## src/rtl/seq_detect_fsm.sv

```systemverilog
// Parametrised serial pattern detector: KMP-style prefix-state FSM with
// elaboration-time overlap and Mealy/Moore selection plus a saturating match counter.
module seq_detect_fsm #(
    parameter int                 PAT_LEN = 4,
    parameter logic [PAT_LEN-1:0] PATTERN = 4'b1011,
    parameter bit                 OVERLAP = 1'b1,
    parameter bit                 MOORE   = 1'b0,
    parameter int                 CNT_W   = 8
) (
    input  logic             clk,
    input  logic             reset,
    input  logic             en,
    input  logic             clear,
    input  logic             x_in,
    output logic             y_out,
    output logic [CNT_W-1:0] match_count,
    output logic [4:0]       state_out
);

    localparam int MAX_K = MOORE ? PAT_LEN : PAT_LEN - 1;

    typedef logic [31:0][4:0] tbl_t;

    // Bit i of the pattern in arrival order (i = 0 is received first).
    function automatic logic pat_bit(input int i);
        logic [PAT_LEN-1:0] t;
        t = PATTERN >> (PAT_LEN - 1 - i);
        return t[0];
    endfunction

    // Longest pattern prefix that is a suffix of (first k pattern bits, then b).
    function automatic int longest_match(input int k, input logic b);
        int   best;
        int   top;
        int   pos;
        logic ok;
        logic s;
        best = 0;
        top  = (k + 1 < PAT_LEN) ? k + 1 : PAT_LEN;
        for (int l = 1; l <= top; l++) begin
            ok = 1'b1;
            for (int i = 0; i < l; i++) begin
                pos = k + 1 - l + i;
                s   = (pos == k) ? b : pat_bit(pos);
                if (s != pat_bit(i)) ok = 1'b0;
            end
            if (ok) best = l;
        end
        return best;
    endfunction

    function automatic int border_len();
        int   best;
        logic ok;
        best = 0;
        for (int l = 1; l < PAT_LEN; l++) begin
            ok = 1'b1;
            for (int i = 0; i < l; i++) begin
                if (pat_bit(PAT_LEN - l + i) != pat_bit(i)) ok = 1'b0;
            end
            if (ok) best = l;
        end
        return best;
    endfunction

    // Full transition table for one input bit value; unused entries stay 0.
    function automatic tbl_t build_tbl(input logic b);
        tbl_t t;
        int   src;
        int   n;
        int   bord;
        t    = '0;
        bord = border_len();
        for (int k = 0; k <= MAX_K; k++) begin
            // The Moore "match" state behaves like the state the search resumes from.
            src = (k == PAT_LEN) ? (OVERLAP ? bord : 0) : k;
            n   = longest_match(src, b);
            if (n == PAT_LEN && !MOORE) n = OVERLAP ? bord : 0;
            t[5'(k)] = 5'(n);
        end
        return t;
    endfunction

    localparam tbl_t NXT0 = build_tbl(1'b0);
    localparam tbl_t NXT1 = build_tbl(1'b1);

    logic [4:0] k_q;
    logic [4:0] k_d;
    logic [4:0] k_step;
    logic       legal;
    logic       done;

    assign legal  = (k_q <= 5'(MAX_K));
    assign k_step = x_in ? NXT1[k_q] : NXT0[k_q];

    always_comb begin
        if (MOORE) done = en & legal & (k_step == 5'(PAT_LEN));
        else       done = en & (k_q == 5'(PAT_LEN - 1)) & (x_in == PATTERN[0]);
    end

    // NOTE: sequential state uses non-blocking assignments so every register
    // samples the pre-edge values, independent of block ordering.
    always_ff @(posedge clk or negedge reset) begin
        if (!reset) k_q <= '0;
        else        k_q <= k_d;
    end

    // NOTE: k_d gets a default before any branch so no path leaves it
    // unassigned, which would infer a latch.
    always_comb begin
        k_d = k_q;
        if (clear || !legal) k_d = '0;
        else if (en)         k_d = k_step;
    end

    always_comb begin
        if (MOORE) y_out = (k_q == 5'(PAT_LEN));
        else       y_out = reset & done;
    end

    always_ff @(posedge clk or negedge reset) begin
        if (!reset)                              match_count <= '0;
        else if (clear)                          match_count <= '0;
        else if (done && (match_count != '1))    match_count <= match_count + 1'b1;
    end

    assign state_out = k_q;

endmodule

```

## config.mk

```make
export PLATFORM = sky130hd
export DESIGN_NAME = seq_detect_fsm
export DESIGN_NICKNAME = d
export VERILOG_FILES = /design/src/rtl/seq_detect_fsm.sv
export SDC_FILE = /design/constraint.sdc
export NUM_CORES = 1
export LEC_CHECK = 0
export CAP_MARGIN = 5
export CORE_AREA = 2 2 39 41
export CTS_BUF_LIST = sky130_fd_sc_hd__clkbuf_4
export CTS_CLUSTER_DIAMETER = 200
export CTS_CLUSTER_SIZE = 30
export DETAILED_ROUTE_END_ITERATION = 12
export DIE_AREA = 0 0 41 43
export PLACE_DENSITY = 0.87
export SYNTH_ARGS = -nofsm -noshare
export SYNTH_HDL_FRONTEND = slang
export SYNTH_SLANG_ARGS = --single-unit
```

## constraint.sdc

```tcl
create_clock -name clk -period 2.2 [get_ports clk]
set_clock_uncertainty 0.1 [all_clocks]
set_input_delay 0.22 -clock clk [delete_from_list [all_inputs] [get_ports clk]]
set_output_delay 0.22 -clock clk [all_outputs]
set_load 0.02 [all_outputs]
```

==> metrics.log, run 1 <==
[metrics] number of buffers inserted during clock tree synthesis: 3
[metrics] boundary pin count: 19
[metrics] highest achievable clock rate: 494 MHz
[metrics] startpoint of the worst-slack reg-to-reg timing path: match_count[0]
[metrics] commonest cells after routing, fill and taps aside: sky130_fd_sc_hd__clkdlybuf4s50_1 (15), sky130_fd_sc_hd__dfrtp_1 (10), sky130_fd_sc_hd__nor2_1 (9), sky130_fd_sc_hd__xor2_1 (4)
[metrics] worst setup path startpoint: en
[metrics] root buffer cell: sky130_fd_sc_hd__clkbuf_4
[metrics] global route total overflow: 0
[metrics] max cap viols: 0
[metrics] via count: 484
[metrics] post-detailed-route wirelength per cell: 12.2 um
[metrics] share of the yosys chip area belonging to registers: 43.5%
[metrics] area of the multi-input gates: 288 sq um
[metrics] share of total power in combinational logic: 8.8%
[metrics] CTS clk-pin slew, worst paths: 0.07 ns
[metrics] GRT Util Overall: 16.2%
[metrics] die height: 43 um
[metrics] latest clock arrival within the worst-skew pair: 0.26 ns
[metrics] endpoint arrival time on the critical path: 1.71 ns
[metrics] worst reg2reg path depth: 5
[metrics] global-route wire length before repair: 1.95 mm
[metrics] category of the critical setup timing path: input port to primary output
[metrics] vias in the first global route: 496
[metrics] post-CTS setup buffer count: 0
[metrics] Clock Tree Buf Depth: 2
[metrics] gate count of the mapped netlist: 58
[metrics] synthesized area per cell: 9.92 sq um
[metrics] Clock H-tree levels: 1
[metrics] Starting Density: 41.6%
[metrics] Critical Path End: y_out
[metrics] area of the die: 0.00176 sq mm
[metrics] Iteration-0 DRC Markers: 7
[metrics] most frequent standard cell in the layout excluding fill and tap cells: sky130_fd_sc_hd__clkdlybuf4s50_1
[metrics] count of hold buffers inserted by post-cts repair: 0
[metrics] CTS tree: done
[metrics] combined flip-flop and latch cell area: 250 sq um
[metrics] number of distinct library cells after synthesis: 27
[metrics] vias per std cell: 5.32
[metrics] count of TritonRoute iterations in the first routing pass: 4
[metrics] clock share of power: 36.0%
[metrics] required time at the endpoint of the critical path: 1.88 ns
[metrics] crit path max fanout: 4
[metrics] TritonCTS sink count: 10
[metrics] TNS Setup: 0 ns
[metrics] net switching power: 77.7 uW
[metrics] wirelength, routed: 1.11 mm
[metrics] # nets final: 83
[metrics] final setup vio count: 0
[metrics] DRC Markers: 0
[metrics] R2R setup slack: 0.50 ns
[metrics] leakage power: 0.000343 uW
[metrics] result of the run: finished clean
[metrics] core area: 0.00138 sq mm
[metrics] cell area after synthesis: 576 sq um
[metrics] unrepaired setup endpoints after global routing: no
[metrics] maximum ir drop on the vdd rail: 0.267 mV
[metrics] proportion of total power due to net switching: 23.0%
[metrics] nature of the critical path endpoint: primary output
[metrics] count of input and output buffers: 15
[metrics] max-slew violation count: 0
[metrics] die width: 41 um
[metrics] count of final hold-check violations: 0
[metrics] Antenna Nets Post-Route: 0
[metrics] weighted congestion reported at the end of routability-driven placement: 0.733
[metrics] internal power: 261 uW
[metrics] Pwr per Cell Area: 449 mW/mm^2
[metrics] number of warnings printed during yosys synthesis: 0
[metrics] post-route worst setup slack: 0.174 ns
[metrics] P&R area growth vs syn: 30.9%
[metrics] pin count of the biggest net entering global routing: 12
[metrics] post-layout minimum cycle time: 2.03 ns
[metrics] fillcell total: 126
[metrics] share of the clock period used by the worst path after layout: 92.1%
[metrics] Crit Reg-Reg Endpoint: match_count[7]
[metrics] type of origin of the critical path: input port
[metrics] class of the worst hold path: input port to asynchronous set/reset pin
[metrics] flop and latch count out of synthesis: 10
[metrics] fraction of final layout cells with drive strength greater than 1: 12.0%
[metrics] count of standard-cell rows: 14
[metrics] diodes inserted: 0
[metrics] Reg power frac: 55.2%
[metrics] pre-CTS setup slack: 0.168 ns
[metrics] HPWL after DPL: 883 um
[metrics] WHS: 0.178 ns
[metrics] number of instances resized during post-cts repair: 0
[metrics] antenna violations before repair: 0
-- registers in the layout, summed over array words and instances (netlist names) --
signal	count
state_out	2
match_count	8
-- power by group through the flow --
stage | clock network [uW] | registers (uW) | logic, uW
after floorplan | 0 | 192 | 14.7
after global placement | 0 | 190 | 29.3
after detailed placement | 0 | 190 | 30.2
after CTS | 126 | 187 | 30.2
after global routing | 135 | 187 | 32.9
final | 122 | 187 | 29.8
-- Yosys cell counts, drive strengths merged --
library cell	count	area share [%]
ha	1	2.2
and4b	1	1.7
a211oi	1	1.3
clkbuf	1	0.65
and3	3	3.3
mux2i	2	3.5
o211ai	3	6.3
nor3	1	0.87
nand3	1	1.7
nor2b	1	1.1
dfrtp	10	43
buf	4	5.9
or3	1	1.1
inv	2	1.3
conb	1	0.65
and2	1	1.1
mux2	1	2.0
o21ai	3	2.6
nand2	3	2.0
xor2	4	6.1
nor2	9	5.9
and4	1	1.5
a21oi	2	1.7
nand4	1	2.2
-- critical path: stages --
cell                              delay [ns]
sky130_fd_sc_hd__clkdlybuf4s50_1        0.52
sky130_fd_sc_hd__and4_1                 0.24
sky130_fd_sc_hd__and2_1                 0.13
sky130_fd_sc_hd__clkdlybuf4s50_1        0.59
-- metal layers --
metal	global-route usage, %	routed length [um]	vias up
met3	3.14	68	0
met5	0	0	-
met2	25.0	581	17
met1	20.4	463	236
li1	-	-	231
met4	8.00	0	0
-- how the worst min path moves through the flow --
stage / to / slack [ns] / depth (start not counted)
finish: match_count[2] / 0.18 / 2
global route: match_count[2] / 0.19 / 2
CTS: match_count[0] / 0.19 / 2
detailed placement: state_out[1] / 0.44 / 2
global placement: state_out[1] / 0.43 / 2
floorplan: match_count[0] / -0.18 / 0
-- cell families (layout without fill, tap and decap cells) --
kind of cell | after synthesis | count (layout) | synth area share, %
compound gates | 9 | 9 | 12.0
fa+ha+maj | 1 | 1 | 2.17
flops | 10 | 10 | 43.5
simple gates | 23 | 23 | 22.4
mux | 3 | 3 | 5.43
xor+xnor | 4 | 4 | 6.09
other cells | 1 | 3 | 0.652
buf+inv | 7 | 22 | 7.83
-- per-stage QoR --
step / util (%) / instance area (sq um) / cells / total power [uW]
finish: 54.4 / 753 / 91 / 338
detailed placement: 52.8 / 731 / 88 / 220
floorplan: - / 583 / 60 / 207
global placement: 52.8 / 731 / 88 / 219
CTS: 54.4 / 753 / 91 / 343
global route: 54.4 / 753 / 91 / 355
-- cell type report --
class	count	area share, %
sequential	10	33.2
multi-input combinational	43	38.2
tap	16	2.66
clock buffer	3	2.99
inverter	2	0.997
timing repair buffer	17	21.9
Note: power is estimated with default switching activity, not from simulation.
==> run 2: changes to the inputs <==
- MAX_ROUTING_LAYER: default -> met4
- REMOVE_ABC_BUFFERS: default -> 1
==> run 2 against run 1 <==
Compared with the run above:
- sequential share of layout area is 0.16 points lower
- die area stayed put
- clock power is 4% higher
- cell count is 1.1% higher
- maximum frequency is 1.5% higher
- register-to-register slack better by 0.02 ns
- critical endpoint unchanged
- largest power group unchanged
==> metrics.log, run 2 (synthesis results as in run 1) <==
[metrics] result of the run: finished clean
[metrics] core area: 0.00138 sq mm
[metrics] count of TritonRoute iterations in the first routing pass: 4
[metrics] post-CTS setup buffer count: 0
[metrics] die width: 41 um
[metrics] dpl cells: 88
[metrics] global-route wire length before repair: 1.97 mm
[metrics] area of the die: 0.00176 sq mm
[metrics] CTS tree: done
[metrics] count of hold buffers inserted by post-cts repair: 0
[metrics] latest clock arrival within the worst-skew pair: 0.26 ns
[metrics] number of instances resized during post-cts repair: 0
[metrics] class of the worst hold path: input port to asynchronous set/reset pin
[metrics] final setup vio count: 0
[metrics] Antenna Nets Post-Route: 0
[metrics] HPWL after DPL: 837 um
[metrics] count of final hold-check violations: 0
[metrics] Clock H-tree levels: 1
[metrics] global route total overflow: 0
[metrics] type of origin of the critical path: input port
[metrics] TritonCTS sink count: 10
[metrics] required time at the endpoint of the critical path: 1.88 ns
[metrics] maximum ir drop on the vdd rail: 0.280 mV
[metrics] max cap viols: 0
[metrics] endpoint arrival time on the critical path: 1.68 ns
[metrics] Iteration-0 DRC Markers: 8
[metrics] most frequent standard cell in the layout excluding fill and tap cells: sky130_fd_sc_hd__clkdlybuf4s50_1
[metrics] TNS Setup: 0 ns
[metrics] number of buffers inserted during clock tree synthesis: 3
[metrics] P&R area growth vs syn: 31.5%
[metrics] pin count of the biggest net entering global routing: 12
[metrics] vias per std cell: 5.37
[metrics] WHS: 0.214 ns
[metrics] count of input and output buffers: 15
[metrics] leakage power: 0.000345 uW
[metrics] post-detailed-route wirelength per cell: 12.5 um
[metrics] Clock Tree Buf Depth: 2
[metrics] number of cells in the finished layout apart from fillers: 92
[metrics] weighted congestion reported at the end of routability-driven placement: 0.744
[metrics] antenna violations before repair: 0
[metrics] count of standard-cell rows: 14
[metrics] CTS clk-pin slew, worst paths: 0.07 ns
[metrics] crit path max fanout: 4
[metrics] commonest cells after routing, fill and taps aside: sky130_fd_sc_hd__clkdlybuf4s50_1 (15), sky130_fd_sc_hd__dfrtp_1 (10), sky130_fd_sc_hd__nor2_1 (9), sky130_fd_sc_hd__xor2_1 (4)
[metrics] Pwr per Cell Area: 455 mW/mm^2
[metrics] flip-flop count of the largest register, all copies and words added: 8
[metrics] post-layout minimum cycle time: 2.00 ns
[metrics] Most flops, register: match_count
[metrics] boundary pin count: 19
[metrics] vias in the first global route: 464
[metrics] root buffer cell: sky130_fd_sc_hd__clkbuf_4
[metrics] category of the critical setup timing path: input port to primary output
[metrics] fraction of final layout cells with drive strength greater than 1: 11.8%
[metrics] wirelength, routed: 1.15 mm
[metrics] unrepaired setup endpoints after global routing: no
[metrics] # nets final: 83
[metrics] worst reg2reg path depth: 5
[metrics] DRC Markers: 0
[metrics] post-layout util: 54.7%
[metrics] nature of the critical path endpoint: primary output
[metrics] cell area after placement: 731 sq um
[metrics] highest achievable clock rate: 501 MHz
[metrics] worst setup path startpoint: en
[metrics] GRT Util Overall: 17.3%
[metrics] share of the clock period used by the worst path after layout: 90.7%
[metrics] startpoint of the worst-slack reg-to-reg timing path: match_count[0]
[metrics] via count: 494
[metrics] max-slew violation count: 0
[metrics] die height: 43 um
[metrics] post-route standard cell area excluding fillers: 757 sq um
[metrics] Starting Density: 41.6%
[metrics] diodes inserted: 0
==> run 2: path summary, 6_finish.rpt <==
check	to	slack [ns]
worst max-delay path	y_out	0.20
worst min-delay path	match_count[4]	0.21
worst max register to register	match_count[7]	0.52
worst min register to register	state_out[1]	0.45
max in group asynchronous	match_count[1]	1.64
min in group clk	state_out[1]	0.45
==> run 2: layout make-up <==
cell class | count | area [sq um]
Clock buffer | 3 | 22.5
Clock inverter | 1 | 3.75
Fill cell | 118 | 627
Inverter | 2 | 7.51
Multi-Input combinational cell | 43 | 288
Sequential cell | 10 | 250
Tap cell | 16 | 20.0
Timing Repair Buffer | 17 | 165
==> run 2: critical path, cell delays in order <==
cell                              delay (ns)
sky130_fd_sc_hd__clkdlybuf4s50_1        0.52
sky130_fd_sc_hd__and4_1                 0.22
sky130_fd_sc_hd__and2_1                 0.12
sky130_fd_sc_hd__clkdlybuf4s50_1        0.59
==> run 2: stage by stage <==
| stage | worst slack [ns] | total power, uW |
|---|---|---|
| after floorplan | 0.519 | 200 |
| after global placement | 0.227 | 220 |
| after detailed placement | 0.200 | 221 |
| after CTS | 0.197 | 350 |
| after global routing | 0.131 | 362 |
| final | 0.204 | 344 |
==> run 2: routing by layer <==
metal	up-vias	GRT usage, %	wire (um)
met1	240	19.6	489
met5	-	-	0
met4	0	8.00	14
li1	238	-	-
met3	2	4.71	39
met2	14	26.9	602
==> run 2: report_power, final <==
group	switching, uW	internal (uW)
Sequential	1.44	185
Combinational	17.8	12.3
Clock	61.9	65.4
Total	81.2	263
==> run 3: changes to the inputs <==
- CORE_AREA: 2 2 39 41 -> default
- CORE_MARGIN: default -> 2
- CORE_UTILIZATION: default -> 35
- CTS_CLUSTER_DIAMETER: 200 -> default
- DIE_AREA: 0 0 41 43 -> default
- PLACE_DENSITY: 0.87 -> 0.75
==> run 3 against run 2 <==
Compared with the run above:
- cell count fell by 1.1%
- maximum frequency is 0.79% higher
- register-to-register slack improved by 0.02 ns
- combinational power barely moved
- sequential share of layout area up 0.16 points
- sequential power about the same
- non-clock buffer count did not move
- die area is 13% higher
- power down 0.48%
- clock power about the same
- routed wire length decreased by 4.8%
==> metrics.log, run 3 (synthesis results as in run 1) <==
[metrics] result of the run: finished clean
[metrics] post-layout minimum cycle time: 1.98 ns
[metrics] critical path's most frequent cell: sky130_fd_sc_hd__clkdlybuf4s50_1
[metrics] post-detailed-route wirelength per cell: 12.0 um
[metrics] latest clock arrival within the worst-skew pair: 0.27 ns
[metrics] endpoint arrival time on the critical path: 1.66 ns
[metrics] unrepaired setup endpoints after global routing: no
[metrics] Clock Tree Buf Depth: 2
[metrics] crit path max fanout: 4
[metrics] Starting Density: 37.8%
[metrics] die width: 44.6 um
[metrics] combined flip-flop and latch cell area: 250 sq um
[metrics] count of input and output buffers: 15
[metrics] count of standard-cell rows: 14
[metrics] fraction of final layout cells with drive strength greater than 1: 12.0%
[metrics] number of instances resized during post-cts repair: 0
[metrics] TNS Setup: 0 ns
[metrics] most frequent standard cell in the layout excluding fill and tap cells: sky130_fd_sc_hd__clkdlybuf4s50_1
[metrics] required time at the endpoint of the critical path: 1.88 ns
[metrics] core area: 0.00152 sq mm
[metrics] busiest grt layer: met2
[metrics] count of TritonRoute iterations in the first routing pass: 2
[metrics] highest achievable clock rate: 505 MHz
[metrics] pin count of the biggest net entering global routing: 12
[metrics] dpl cells: 88
[metrics] flip-flop count of the largest register, all copies and words added: 8
[metrics] DRC Markers: 0
[metrics] boundary pin count: 19
[metrics] class of the worst hold path: input port to asynchronous set/reset pin
[metrics] antenna violations before repair: 0
[metrics] P&R area growth vs syn: 30.9%
[metrics] share of the clock period used by the worst path after layout: 90.0%
[metrics] Pwr per Cell Area: 455 mW/mm^2
[metrics] grt met2 use: 21.4%
[metrics] global route total overflow: 0
[metrics] fillcell total: 154
[metrics] chain of cells forming the critical path: clkdlybuf4s50_1 -> and4_1 -> and2_1 -> clkdlybuf4s50_1
[metrics] nature of the critical path endpoint: primary output
[metrics] final setup vio count: 0
[metrics] post-CTS setup buffer count: 0
[metrics] GRT Util Overall: 13.9%
[metrics] HPWL after DPL: 853 um
[metrics] count of hold buffers inserted by post-cts repair: 0
[metrics] weighted congestion reported at the end of routability-driven placement: 0.783
[metrics] number of buffers inserted during clock tree synthesis: 3
[metrics] # nets final: 83
[metrics] post-layout total power: 343 uW
[metrics] wirelength, routed: 1.09 mm
[metrics] max cap viols: 0
[metrics] maximum ir drop on the vdd rail: 0.296 mV
[metrics] vias per std cell: 5.09
[metrics] via count: 463
[metrics] Most flops, register: match_count
[metrics] area of the die: 0.00198 sq mm
[metrics] largest incremental delay on the critical path: 0.59 ns
[metrics] number of cells in the finished layout apart from fillers: 91
[metrics] global-route wire length before repair: 1.93 mm
[metrics] category of the critical setup timing path: input port to primary output
[metrics] leakage power: 0.000343 uW
[metrics] type of origin of the critical path: input port
[metrics] TritonCTS sink count: 10
[metrics] Iteration-0 DRC Markers: 2
[metrics] CP max stage cell: sky130_fd_sc_hd__clkdlybuf4s50_1
[metrics] global routing usage on met1: 17.3%
[metrics] root buffer cell: sky130_fd_sc_hd__clkbuf_4
[metrics] CTS tree: done
[metrics] Clock H-tree levels: 1
[metrics] area of the multi-input gates: 288 sq um
[metrics] vias in the first global route: 454
[metrics] max-slew violation count: 0
[metrics] commonest cells after routing, fill and taps aside: sky130_fd_sc_hd__clkdlybuf4s50_1 (15), sky130_fd_sc_hd__dfrtp_1 (10), sky130_fd_sc_hd__nor2_1 (9), sky130_fd_sc_hd__xor2_1 (4)
[metrics] die height: 44.6 um
[metrics] CTS clk-pin slew, worst paths: 0.07 ns
[metrics] diodes inserted: 0
[metrics] count of final hold-check violations: 0
[metrics] Antenna Nets Post-Route: 0
[metrics] met3 usage in global routing: 3.67%
-- run 3: cell count changes in the layout (fill, tap and decap cells not counted), sizes merged --
cell,before,now
clkinv,1,0
-- run 3: where the power goes --
group	internal, uW	switching (uW)
clock network	63.2	62.6
logic	12.3	17.6
registers	185	1.49
total	261	81.7
-- run 3: final timing paths --
kind	slack (ns)	start	cells past startpoint	end
worst max-delay path	0.22	en	4	y_out
worst min-delay path	0.21	reset	2	match_count[4]
worst max register to register	0.54	match_count[0]	5	match_count[7]
worst min register to register	0.48	state_out[1]	2	state_out[1]
max in group asynchronous	1.65	reset	2	state_out[1]
min in group clk	0.48	state_out[1]	2	state_out[1]
-- run 3: stage by stage --
stage	setup slack [ns]	hold WS, ns	util (%)	area, sq um
3_3_place_gp	0.220	0.434	47.9	731
4_1_cts	0.212	0.233	49.4	753
6_report	0.220	0.205	49.4	753
2_1_floorplan	0.519	-0.176	-	546
5_1_grt	0.135	0.254	49.4	753
3_5_place_dp	0.212	0.470	47.9	731
-- run 3: cell type report --
| class | instances | area share [%] |
|---|---|---|
| flip-flops and latches | 10 | 33.2 |
| inverters | 2 | 0.997 |
| multi-input cells | 43 | 38.2 |
| clock buffers | 3 | 2.99 |
| repair buffers | 17 | 21.9 |
| well taps | 16 | 2.66 |
-- run 3: worst max-delay path, delay by kind of cell --
kind,cells,cell delay [ns]
AND/OR/NAND/NOR,2,0.33
buffers and inverters,2,1.11
-- run 3: layer usage --
| metal | vias to the layer above | wire, um |
|---|---|---|
| li1 | 231 | - |
| met1 | 216 | 516 |
| met2 | 14 | 516 |
| met3 | 2 | 43 |
| met4 | 0 | 14 |
| met5 | - | 0 |
